==> config.mk <==
export PLATFORM = sky130hd
export DESIGN_NAME = spart_tx_fifo
export DESIGN_NICKNAME = d
export VERILOG_FILES = /design/src/rtl/spart_pkg.sv /design/src/rtl/spart_sync_fifo.sv /design/src/rtl/spart_tx_fifo.sv
export SDC_FILE = /design/constraint.sdc
export NUM_CORES = 1
export LEC_CHECK = 0
export CAP_MARGIN = 5
export CORE_UTILIZATION = 40
export DETAILED_ROUTE_END_ITERATION = 10
export SLEW_MARGIN = 20
export SYNTH_ARGS = -nofsm -noshare
export SYNTH_HDL_FRONTEND = slang
export SYNTH_SLANG_ARGS = --single-unit
==> constraint.sdc <==
create_clock -name clk -period 2.3 [get_ports clk]
set_clock_uncertainty 0.05 [all_clocks]
set_input_delay 0.46 -clock clk [delete_from_list [all_inputs] [get_ports clk]]
set_output_delay 0.46 -clock clk [all_outputs]
set_load 0.01 [all_outputs]
==> src/rtl/spart_pkg.sv <==
// Shared SPART definitions: serial FSM state encoding and line idle level.
// Used by both the transmit and receive paths.
package spart_pkg;

    typedef enum logic [2:0] {
        IDLE   = 3'd0,
        START  = 3'd1,
        DATA   = 3'd2,
        PARITY = 3'd3,
        STOP   = 3'd4
    } spart_state_e;

    localparam logic IDLE_LEVEL = 1'b1;

endpackage

==> src/rtl/spart_sync_fifo.sv <==
// Single-clock circular FIFO with occupancy counter and combinational head read.
// A push while full is accepted only when a pop frees the slot in the same cycle.
module spart_sync_fifo #(
    parameter  int WIDTH = 8,
    parameter  int DEPTH = 8,
    localparam int AW    = (DEPTH > 1) ? $clog2(DEPTH) : 1,
    localparam int CW    = $clog2(DEPTH + 1)
) (
    input  logic             clk,
    input  logic             rst,
    input  logic             push,
    input  logic [WIDTH-1:0] wr_data,
    input  logic             pop,
    output logic [WIDTH-1:0] rd_data,
    output logic             full,
    output logic             empty,
    output logic [CW-1:0]    count
);

    logic [WIDTH-1:0] mem [DEPTH];
    logic [AW-1:0]    wr_ptr;
    logic [AW-1:0]    rd_ptr;
    logic             wr_ok;
    logic             rd_ok;

    assign full    = (count == CW'(DEPTH));
    assign empty   = (count == '0);
    assign rd_ok   = pop && !empty;
    assign wr_ok   = push && (!full || rd_ok);
    assign rd_data = mem[rd_ptr];

    always_ff @(posedge clk) begin
        if (wr_ok) begin
            mem[wr_ptr] <= wr_data;
        end
    end

    // DEPTH is a power of two, so the pointers wrap by natural overflow.
    always_ff @(posedge clk) begin
        if (rst) begin
            wr_ptr <= '0;
            rd_ptr <= '0;
            count  <= '0;
        end else begin
            if (wr_ok) begin
                wr_ptr <= wr_ptr + AW'(1);
            end
            if (rd_ok) begin
                rd_ptr <= rd_ptr + AW'(1);
            end
            case ({wr_ok, rd_ok})
                2'b10:   count <= count + CW'(1);
                2'b01:   count <= count - CW'(1);
                default: count <= count;
            endcase
        end
    end

endmodule

==> src/rtl/spart_tx_fifo.sv <==
// SPART transmitter: buffers bus writes in a FIFO and serialises them LSB-first
// on txd, one bit per baud_tick, with optional parity and 1 or 2 stop bits.
//
//   state  | meaning
//   -------+------------------------------------------------------------
//   IDLE   | line high, waiting for a tick with data queued
//   START  | driving the start bit (0)
//   DATA   | driving shift[0]; bit_cnt counts data bits sent
//   PARITY | driving the parity bit computed when the byte was loaded
//   STOP   | line high; stop_cnt counts the first of two stop bits
module spart_tx_fifo
    import spart_pkg::*;
#(
    parameter  int DATA_BITS  = 8,
    parameter  int FIFO_DEPTH = 8,
    localparam int CW         = $clog2(FIFO_DEPTH + 1)
) (
    input  logic                 clk,
    input  logic                 rst,
    input  logic                 baud_tick,
    input  logic                 wr_en,
    input  logic [DATA_BITS-1:0] wr_data,
    input  logic                 cfg_par_en,
    input  logic                 cfg_par_odd,
    input  logic                 cfg_two_stop,
    input  logic                 ovf_clr,
    output logic                 txd,
    output logic                 tbr,
    output logic                 tx_busy,
    output logic [CW-1:0]        fifo_count,
    output logic                 overflow
);

    localparam int BW = $clog2(DATA_BITS);

    spart_state_e         state_q;
    logic [DATA_BITS-1:0] shift_q;
    logic [BW-1:0]        bit_cnt_q;
    logic                 stop_cnt_q;
    logic                 par_bit_q;
    logic                 par_en_q;
    logic                 two_stop_q;

    logic                 fifo_full;
    logic                 fifo_empty;
    logic [DATA_BITS-1:0] fifo_head;
    logic                 stop_more;
    logic                 pop;
    logic                 ovf_set;

    spart_sync_fifo #(
        .WIDTH (DATA_BITS),
        .DEPTH (FIFO_DEPTH)
    ) u_fifo (
        .clk     (clk),
        .rst     (rst),
        .push    (wr_en),
        .wr_data (wr_data),
        .pop     (pop),
        .rd_data (fifo_head),
        .full    (fifo_full),
        .empty   (fifo_empty),
        .count   (fifo_count)
    );

    // A second stop bit is still owed: the frame cannot hand over yet.
    assign stop_more = two_stop_q && !stop_cnt_q;

    assign pop = baud_tick && !fifo_empty &&
                 ((state_q == IDLE) || ((state_q == STOP) && !stop_more));

    assign ovf_set = wr_en && fifo_full && !pop;
    assign tx_busy = (state_q != IDLE) || (fifo_count != '0);

    always_ff @(posedge clk) begin
        if (rst) begin
            state_q    <= IDLE;
            txd        <= IDLE_LEVEL;
            shift_q    <= '0;
            bit_cnt_q  <= '0;
            stop_cnt_q <= 1'b0;
            par_bit_q  <= 1'b0;
            par_en_q   <= 1'b0;
            two_stop_q <= 1'b0;
        end else if (pop) begin
            // Frame config is frozen here so later cfg_* writes cannot corrupt it.
            state_q    <= START;
            txd        <= 1'b0;
            shift_q    <= fifo_head;
            par_bit_q  <= (^fifo_head) ^ cfg_par_odd;
            par_en_q   <= cfg_par_en;
            two_stop_q <= cfg_two_stop;
        end else if (baud_tick) begin
            case (state_q)
                IDLE: begin
                    txd <= IDLE_LEVEL;
                end
                START: begin
                    state_q   <= DATA;
                    bit_cnt_q <= '0;
                    txd       <= shift_q[0];
                end
                DATA: begin
                    shift_q   <= shift_q >> 1;
                    bit_cnt_q <= bit_cnt_q + BW'(1);
                    if (bit_cnt_q == BW'(DATA_BITS - 1)) begin
                        if (par_en_q) begin
                            state_q <= PARITY;
                            txd     <= par_bit_q;
                        end else begin
                            state_q    <= STOP;
                            stop_cnt_q <= 1'b0;
                            txd        <= IDLE_LEVEL;
                        end
                    end else begin
                        txd <= shift_q[1];
                    end
                end
                PARITY: begin
                    state_q    <= STOP;
                    stop_cnt_q <= 1'b0;
                    txd        <= IDLE_LEVEL;
                end
                STOP: begin
                    txd <= IDLE_LEVEL;
                    if (stop_more) begin
                        stop_cnt_q <= 1'b1;
                    end else begin
                        state_q <= IDLE;
                    end
                end
                default: begin
                    state_q <= IDLE;
                    txd     <= IDLE_LEVEL;
                end
            endcase
        end
    end

    always_ff @(posedge clk) begin
        if (rst) begin
            tbr <= 1'b1;
        end else begin
            tbr <= (fifo_count != CW'(FIFO_DEPTH));
        end
    end

    // A dropped write in the same cycle as a clear keeps the flag set.
    always_ff @(posedge clk) begin
        if (rst) begin
            overflow <= 1'b0;
        end else if (ovf_set) begin
            overflow <= 1'b1;
        end else if (ovf_clr) begin
            overflow <= 1'b0;
        end
    end

endmodule
# Yosys cells after proc, flatten, opt, wreduce, memory -nomap -nowiden
# Memory sizes are Yosys's and may differ from the RTL's. A register that Yosys moved wholly into a read port is not among the register bits.
# Cells that the tools add are included.
# op_classes
eq_ne	16
n_addsub	5
mux	26
n_reduce_logical	33
n_bitwise	3
# op_table
op	count
two-way mux 8 bit	3
two-way mux 3 bit	5
one-hot mux 3 bit (5 select lines)	1
two-way mux 1 bit	13
!= test 2 bit (second input constant)	5
nonzero test 2 bit	5
adder 3 x 1 -> 3 bit (second input constant)	3
logical AND 1 bit	8
one-hot mux 4 bit (2 select lines)	1
AND reduction 4 bit	2
XOR reduction 8 bit	1
equality test 3 x 2 -> 1 bit (second input constant)	2
equality test 3 bit (second input constant)	2
!= test 3 bit (second input constant)	2
one-hot mux 3 bit (2 select lines)	1
AND reduction 6 bit	1
nonzero test 3 bit	2
zero test 1 bit	5
adder 4 x 1 -> 4 bit (second input constant)	1
equality test 4 bit (second input constant)	1
zero test 4 bit	1
!= test 4 bit (second input constant)	1
nonzero test 4 bit	1
subtractor 4 x 1 -> 4 bit (second input constant)	1
12 further kinds	15
# totals
n_memories	1
register_bits	31
ramBits	64
inputBits	16
out_inout_bits	8
wordCells	98
# mem_list
memory	depth	width	read_ports	rd_ports_with_merged_regs	write_ports	line_no	source
u_fifo.mem	8	8	1	1	1	spart_sync_fifo.sv:20	logic [WIDTH-1:0] mem [DEPTH];

# Depth between registers and ports, before layout
# Gate-level depths: netlist (run 1).
# logic_depth
depth_word	11
ltp_mapped	11
depth_no_buf	9

# By module
# Synthesis (run 1) repeated with hierarchy kept, for this count alone.
# unflattened
cells_unflattened	309
area_unflattened_um2	4405.5
# modules_own_cells
module	seq_area_each_um2	area_each_um2	n_inst	cells_each
spart_sync_fifo	2182.1	3215.6	1	179
spart_tx_fifo	420.4	1189.9	1	130

# Least setup slack after synthesis (run 1)
# Ideal clock, no wire load.
# synth_path
path_kind	register -> register
startpoint	register state_q[2]
endpoint	register u_fifo.count[2]
path_stages_with_launch	12
synth_period_minus_slack_ps	2528
slack_ps	-228
arrival_ps	2351
setup_time_ps	128
n_path_buf	2
t_required_ps	2122
cell_sequence	dfxtp_1 clkbuf_1 and3b_1 or4b_2 buf_2 nor2_1 xor2_1 ha_1 nor2_1 a32oi_1 xor2_1 nor2_1
# synth_via
elab_chain_len	9
word_cells_on_any_way	12
classes_between	eq/ne (3); mux (1); reduce/logical (8)
# synth_rtl
item	line_no	source
start: declaration	spart_tx_fifo.sv:36	spart_state_e state_q;
start signal: assignment	spart_tx_fifo.sv:77	state_q <= IDLE;
start signal: assignment	spart_tx_fifo.sv:87	state_q <= START;
start signal: assignment	spart_tx_fifo.sv:99	state_q <= DATA;
equality test 3 bit	spart_tx_fifo.sv:70	((state_q == IDLE) || ((state_q == STOP) && !stop_more));
logical AND 1 bit	spart_tx_fifo.sv:70	
logical OR 1 bit (*)	spart_tx_fifo.sv:70	
logical AND 1 bit (*)	spart_tx_fifo.sv:69	assign pop = baud_tick && !fifo_empty &&
logical AND 1 bit (*)	spart_sync_fifo.sv:28	assign rd_ok = pop && !empty;
logical OR 1 bit	spart_sync_fifo.sv:29	assign wr_ok = push && (!full || rd_ok);
logical AND 1 bit	spart_sync_fifo.sv:29	
equality test 2 x 1 -> 1 bit / equality test 2 bit (equally long branches)	spart_sync_fifo.sv:51	case ({wr_ok, rd_ok})
one-hot mux 4 bit (2 select lines) / nonzero test 2 bit (equally long branches)	-	
end signal: assignment	spart_sync_fifo.sv:52	2'b10: count <= count + CW'(1);
end signal: assignment	spart_sync_fifo.sv:53	2'b01: count <= count - CW'(1);
end signal: assignment	spart_sync_fifo.sv:54	default: count <= count;
end: declaration	spart_sync_fifo.sv:17	output logic [CW-1:0] count
# Every way passes the cells marked *; elsewhere a longest branch is shown, timed or not.
# A chain may end at the register's enable or synchronous reset.

==> results.md, run 1 <==
* Worst EP required at 2.50 ns
* GRT Overall Usage at 0.160
* Critical Path Start Type: flip-flop
* Main synth FF type: edfxtp_1
* Critical Path AT at 2.56 ns
* Setup ws final at -0.0525 ns
* Int Power at about 0.0035 W
* Clock power frac at 0.241
* CTS Hold Bufs at 0
* Die ar. at approximately 0.011 mm2
* Worst Min Path Start: shift_q[7]$_SDFFE_PP0P_
* Core area at between 0.009 and 0.01 mm2
* Synth area leader: edfxtp_1
* I/O pins at 24
* Crit-path max FO at 2
* Critical path start-end classification: flip-flop to flip-flop
* Drt pass-1 iters at 4
* Slew Limit Fails at 0
* WL final at a little under 8 mm
* Area grow syn2layout at 25.2%
* R2R Setup Slk at -0.05 ns
* Worst R2R Path Depth at 7
* Largest net degree at the start of global routing at 20
* Failing checks: setup timing
* FMAX at between 400 and 500 MHz
* Peak VDD IR at 0.437 mV
* DRT iter0 DRCs at between 100 and 150
* Cell with the most instances after synthesis: edfxtp_1
* Gate power share at 0.339
* Hold slack at roughly 0.43 ns
* Cells after Synth at 301
* Hold Path Class: flip-flop to flip-flop
* Maxcap violations at 0
* Antenna Cells at 0
* Global-route wire length before repair at 13.2 mm
* EDFF count, synth at 64
* Reg area at ~0.0026 mm2
* Fill cells at 860
* Synthesized area per cell at 13.8 um2
* Async set-or-reset flop fraction in the synthesized netlist at 0
* Drt wl/cell at 15.6 um
* Total gr overflow at 0
* Synth Cell Area at slightly above 0.004 mm2
* Post-route ant nets at 0
* Htree depth at 3
* Clock-pin slew on the worst setup and hold paths at 0.10 ns
* Top post-synthesis cells by area: edfxtp_1 (46%), dfxtp_1 (16%), mux4_1 (5.7%), mux4_2 (3.8%), nand2_1 (3.5%)
* Worst Tran Pin Value at ~0.32 ns
* Max Root-Sink Buffers at 2
* Routed vias at approximately 2,600
* Outcome: finished, violations left
* Setup Viol. Count Final at 1
* Psw at between 0.001 and 0.0015 W
* Via density per instance at approximately 5.1
* Sw Ratio at 0.291
* Tmin final at about 2.4 ns
* Placed insts at 490
* Power Dens Cells at 948 mW/mm2
* Num Clock Sinks at around 100
* DRC viols at 0
* Mapped Nets at 322
* Flop pwr share at 0.420
* Chip Width at between 100 and 150 um
* RSZ-0062 raised after global routing: true
* Met3 WL at about 310 um
* Die height at about 100 um
* Routability Congestion at approximately 0.76
* Vias in the first global route at ~2,600
* Area of the multi-input gates at ~0.0015 mm2
* # rows at 36
* DP HPWL at 5.26 mm
* WL met1 at between 3 and 4 mm
* FF-to-FF End: par_bit_q$_SDFFE_PP0N_
* Final hold vios at 0
* Top sig layer: met4
* Finished Layout Cells at 509
* Synth Warn # at 0
* Commonest cells in the netlist: edfxtp_1 (64), nand2_1 (39), dfxtp_1 (34)
* Final period util at 1.02
* Share of the synthesized area in the top cell type at 0.464
* Lkg Pwr at ~1.9 nW
* Max-slew headroom at 0.782
* Initial Util at 0.418
* #FFs+latches synth at ~100
* Root buffer cell: clkbuf_8
* CTS buffer count at 9
* Buffers on Ports at 23
* Post-synth cell types at 39
* Nets at 392
* Share of layout cells above drive strength 1 at 0.266
* Initial antenna violation count at 0
* Metal2 WL at 3.64 mm
* Crit. End Element: flip-flop
* Sequential-to-total area share from yosys stat at 0.629
* CP endpoint: par_bit_q$_SDFFE_PP0N_
* Clock Latency Late Sink at between 0.3 and 0.4 ns
* CTS tree: yes
-- state kept, by name, indices dropped and copies added (netlist names), named ones only --
register,cells
u_fifo.rd_ptr,3
stop_cnt_q,1
u_fifo.count,4
par_en_q,1
par_bit_q,1
tbr,1
u_fifo.mem,64
two_stop_q,1
shift_q,8
u_fifo.wr_ptr,3
bit_cnt_q,3
state_q,3
txd,1
overflow,1
-- area by class of cell --
cell class,instances,area share
inverter,4,0.00290
sequential,98,0.504
timing repair buffer,73,0.127
tap,133,0.0321
clock buffer,9,0.0239
multi-input combinational,185,0.293
clock inverter,7,0.0179
-- placed cells by master, fill, tap and decap left out, drive strengths merged, types with 2 or more instances in the layout --
cell	instances
clkinv	2
buf	50
a21o	2
nor3	8
ha	5
xnor2	2
nor2	31
a22oi	3
edfxtp	64
xor2	4
dfxtp	34
mux2i	13
nand2b	7
nor4	3
clkdlybuf4s50	22
mux4	16
o21a	2
o21ai	12
nand2	39
nand3	2
a31oi	2
clkbuf	9
inv	8
mux2	5
a21oi	14
xnor3	3
-- cells by family (layout without fill, tap and decap cells) --
family / after synthesis / in the layout / share of synthesized area
AOI/OAI and AO/OA: 38 / 38 / 0.0532
xor gates and xnor gates: 10 / 10 / 0.0348
adders and majority gates: 5 / 5 / 0.0151
buffers and inverters: 18 / 93 / 0.0218
DFF: 98 / 98 / 0.629
muxes: 34 / 34 / 0.140
and+or+nand+nor: 98 / 98 / 0.106
-- power by group through the flow --
stage                     Clock, W  Combinational (W)  Sequential (W)
after global routing       0.00130            0.00181         0.00207
after detailed placement         0            0.00157         0.00209
after floorplan                  0           0.000953         0.00212
after CTS                  0.00122            0.00167         0.00206
after global placement           0            0.00156         0.00209
final                      0.00119            0.00167         0.00206
-- per-layer routing --
metal  global-route usage  vias up
li1                     -     1251
met5                    0        -
met4               0.0520        0
met2                0.250       65
met3               0.0422        8
met1                0.218     1247
-- critical path: stages (launching register included) --
cell and delay, ns:
dfxtp_4 0.37, buf_4 0.11, mux4_1 0.55, mux2_4 0.31, xnor3_1 0.37, xor3_1 0.36
nand2_1 0.08, a21oi_2 0.05
-- what timing repair did --
item	4_1_cts	5_1_grt
setup endpoints to repair	3	66
pin swaps	4	5
hold endpoints to repair	0	0
gates resized for setup	14	13
setup buffers	5	0
-- worst min-delay path by stage --
stage,endpoint,depth (start not counted)
4_1_cts,par_bit_q$_SDFFE_PP0N_,2
5_1_grt,par_bit_q$_SDFFE_PP0N_,2
2_1_floorplan,par_bit_q$_SDFFE_PP0N_,2
3_5_place_dp,par_bit_q$_SDFFE_PP0N_,2
6_report,shift_q[7]$_SDFFE_PP0P_,2
3_3_place_gp,par_bit_q$_SDFFE_PP0N_,2
-- stage by stage --
step | power (W) | area, um2 | utilization | setup slack [ns] | TNS, ns
after global placement | 0.00365 | 4870 | 0.492 | -0.474 | -23.13
after floorplan | 0.00307 | 4160 | - | -0.121 | -0.121
after global routing | 0.00518 | 5180 | 0.523 | -0.111 | -0.111
after CTS | 0.00496 | 5150 | 0.520 | -0.0608 | -0.0650
after detailed placement | 0.00366 | 4870 | 0.492 | -0.479 | -25.44
final | 0.00491 | 5180 | 0.523 | -0.0525 | -0.0525
Power figures use the tool's default switching activity.
==> run 2: changes to the inputs <==
ABC_CLOCK_PERIOD_IN_PS = 2300   (was not set)
CORE_UTILIZATION = 53   (was 40)
PLACE_DENSITY = 0.75   (was not set)
==> run 2 against run 1 <==
Against the previous run: the run still ends with setup timing left; critical path type unchanged; non-clock buffer count decreased by 2; sequential power about the same; via count decreased by 1.1%; first-iteration DRC count decreased by 41%; sequential share of layout area increased by 0.82 points; highest routed layer unchanged; die area decreased by 24%; largest power group unchanged; combinational power about the same; wire length decreased by 0.87%; largest cell class unchanged; critical path depth unchanged; worst setup slack got worse by 0.012 ns; utilization increased by 17 points.
==> results.md, run 2 (synthesis results as in run 1) <==
* FMAX at 423 MHz (was 425 MHz)
* Clock Latency Late Sink at 0.36 ns (about the same)
* Routability Congestion at 0.790 (was 0.758)
* Buffers on Ports at 23 (unchanged)
* Tmin final at 2.36 ns (was 2.35 ns)
* DP HPWL at 5.25 mm (was 5.26 mm)
* Htree depth at 3 (unchanged)
* Total gr overflow at 0 (unchanged)
* # rows at 31 (was 36)
* Hold Path Class: flip-flop to flip-flop (unchanged)
* Die height at 90.4 um (was 104 um)
* Drt wl/cell at 16.6 um (was 15.6 um)
* Critical Path Start Type: flip-flop (unchanged)
* Crit-path max FO at 4 (was 2)
* Biggest regs: u_fifo.mem: 64 flops, shift_q: 8 flops, u_fifo.count: 4 flops (unchanged)
* Worst Min Path Start: par_bit_q$_SDFFE_PP0N_ (was shift_q[7]$_SDFFE_PP0P_)
* Global-route wire length before repair at 12.9 mm (was 13.2 mm)
* Antenna Cells at 0 (unchanged)
* CTS Hold Bufs at 0 (unchanged)
* Critical Path AT at 2.57 ns (was 2.56 ns)
* Tot Pwr at 0.00484 W (was 0.00491 W)
* Worst EP required at 2.50 ns (about the same)
* Clock-pin slew on the worst setup and hold paths at 0.09 ns (was 0.10 ns)
* GRT Overall Usage at 0.207 (was 0.160)
* Num Clock Sinks at 98 (unchanged)
* Drt pass-1 iters at 4 (unchanged)
* DRC viols at 0 (unchanged)
* Top reg by flops: u_fifo.mem (unchanged)
* DRT iter0 DRCs at 81 (was 137)
* Routed vias at 2,542 (was 2,571)
* Setup ws final at -0.0649 ns (was -0.0525 ns)
* Largest net degree at the start of global routing at 19 (was 20)
* Commonest cells after routing, fill and taps aside: edfxtp_1 (64), buf_4 (41), nand2_1 (39), dfxtp_1 (31), nor2_1 (29) (was edfxtp_1 (64), buf_4 (44), nand2_1 (39), dfxtp_1 (31), nor2_1 (28))
* Post-route ant nets at 0 (unchanged)
* Initial antenna violation count at 0 (unchanged)
* Peak VDD IR at 0.505 mV (was 0.437 mV)
* Nets at 390 (was 392)
* Failing checks: setup timing (unchanged)
* Max Root-Sink Buffers at 2 (unchanged)
* Slew Limit Fails at 0 (unchanged)
* Final hold vios at 0 (unchanged)
* Layout Utilization at 0.688 (was 0.523)
* Core area at 0.00741 mm2 (was 0.00991 mm2)
* Setup Viol. Count Final at 1 (unchanged)
* Worst Tran Pin Value at 0.613 ns (was 0.323 ns)
* CTS tree: yes (unchanged)
* Final period util at 1.03 (was 1.02)
* Critical path start-end classification: flip-flop to flip-flop (unchanged)
* Die ar. at 0.00817 mm2 (was 0.0108 mm2)
* Finished Layout Cells at 472 (was 509)
* Power Dens Cells at 949 mW/mm2 (was 948 mW/mm2)
* Lkg Pwr at 1.84 nW (was 1.88 nW)
* CTS buffer count at 9 (unchanged)
* Root buffer cell: clkbuf_8 (unchanged)
* RSZ-0062 raised after global routing: true (unchanged)
* Outcome: finished, violations left (unchanged)
* Share of layout cells above drive strength 1 at 0.252 (was 0.266)
* Initial Util at 0.559 (was 0.418)
* Area grow syn2layout at 23.2% (was 25.2%)
* Via density per instance at 5.39 (was 5.05)
* WL final at 7.85 mm (was 7.92 mm)
* I/O pins at 24 (unchanged)
* Max-slew headroom at 0.590 (was 0.782)
* Placed insts at 452 (was 490)
* Chip Width at 90.4 um (was 104 um)
* Most common cell after layout, fill and taps aside: edfxtp_1 (unchanged)
* Vias in the first global route at 2,626 (was 2,566)
* Crit. End Element: flip-flop (unchanged)
* Max reg flops at 64 (unchanged)
* Maxcap violations at 0 (unchanged)
-- run 2: report_power, final --
part           total [W]  internal [W]  switching, W  leakage (nW)
logic            0.00169      0.000974      0.000717         0.884
clock network    0.00107      0.000502      0.000573        0.0912
registers        0.00207       0.00199     0.0000810         0.859
-- run 2: worst max-delay path, stage by stage (launching register included) --
cell and delay, ns:
dfxtp_4 0.36, buf_6 0.13, mux4_1 0.54, mux2_4 0.30, xnor3_1 0.36, xor3_1 0.39, nand2_1 0.08, a21oi_1 0.05
-- run 2: routing by layer --
layer / routed length, um / GRT usage / up-vias
li1: - / - / 1246
met1: 3420 / 0.255 / 1228
met4: 206 / 0.0860 / 0
met5: 0 / 0 / -
met2: 4030 / 0.362 / 48
met3: 199 / 0.0345 / 20
-- run 2: per-stage QoR --
step	setup WS, ns	cell area, um2	setup TNS, ns	hold WS, ns
2_1_floorplan	-0.121	4160	-0.121	0.377
3_3_place_gp	-0.486	4790	-23.31	0.392
3_5_place_dp	-0.569	4790	-24.51	0.394
4_1_cts	-0.0568	5060	-0.0568	0.409
5_1_grt	-0.150	5100	-0.191	0.437
6_report	-0.0649	5100	-0.0649	0.405
-- run 2: worst paths after layout --
kind,to,slack [ns],cells past startpoint
setup reg to reg,par_bit_q$_SDFFE_PP0N_,-0.06,7
setup / recovery,par_bit_q$_SDFFE_PP0N_,-0.06,7
hold / removal,par_bit_q$_SDFFE_PP0N_,0.41,2
hold reg to reg,par_bit_q$_SDFFE_PP0N_,0.41,2
-- run 2: cell type report --
type | instances | area [um2]
flip-flops and latches | 98 | 2610
well taps | 99 | 124
repair buffers | 71 | 633
clock buffers | 9 | 124
multi-input cells | 185 | 1530
fillers | 555 | 2310
inverters | 4 | 15.0
clock inverters | 6 | 66.3
-- run 2: repair_timing --
| action | in CTS | in global routing |
|---|---|---|
| pin swaps | 11 | 8 |
| setup endpoints to repair | 11 | 11 |
| buffers inserted | 6 | 0 |
| gates resized for setup | 20 | 9 |
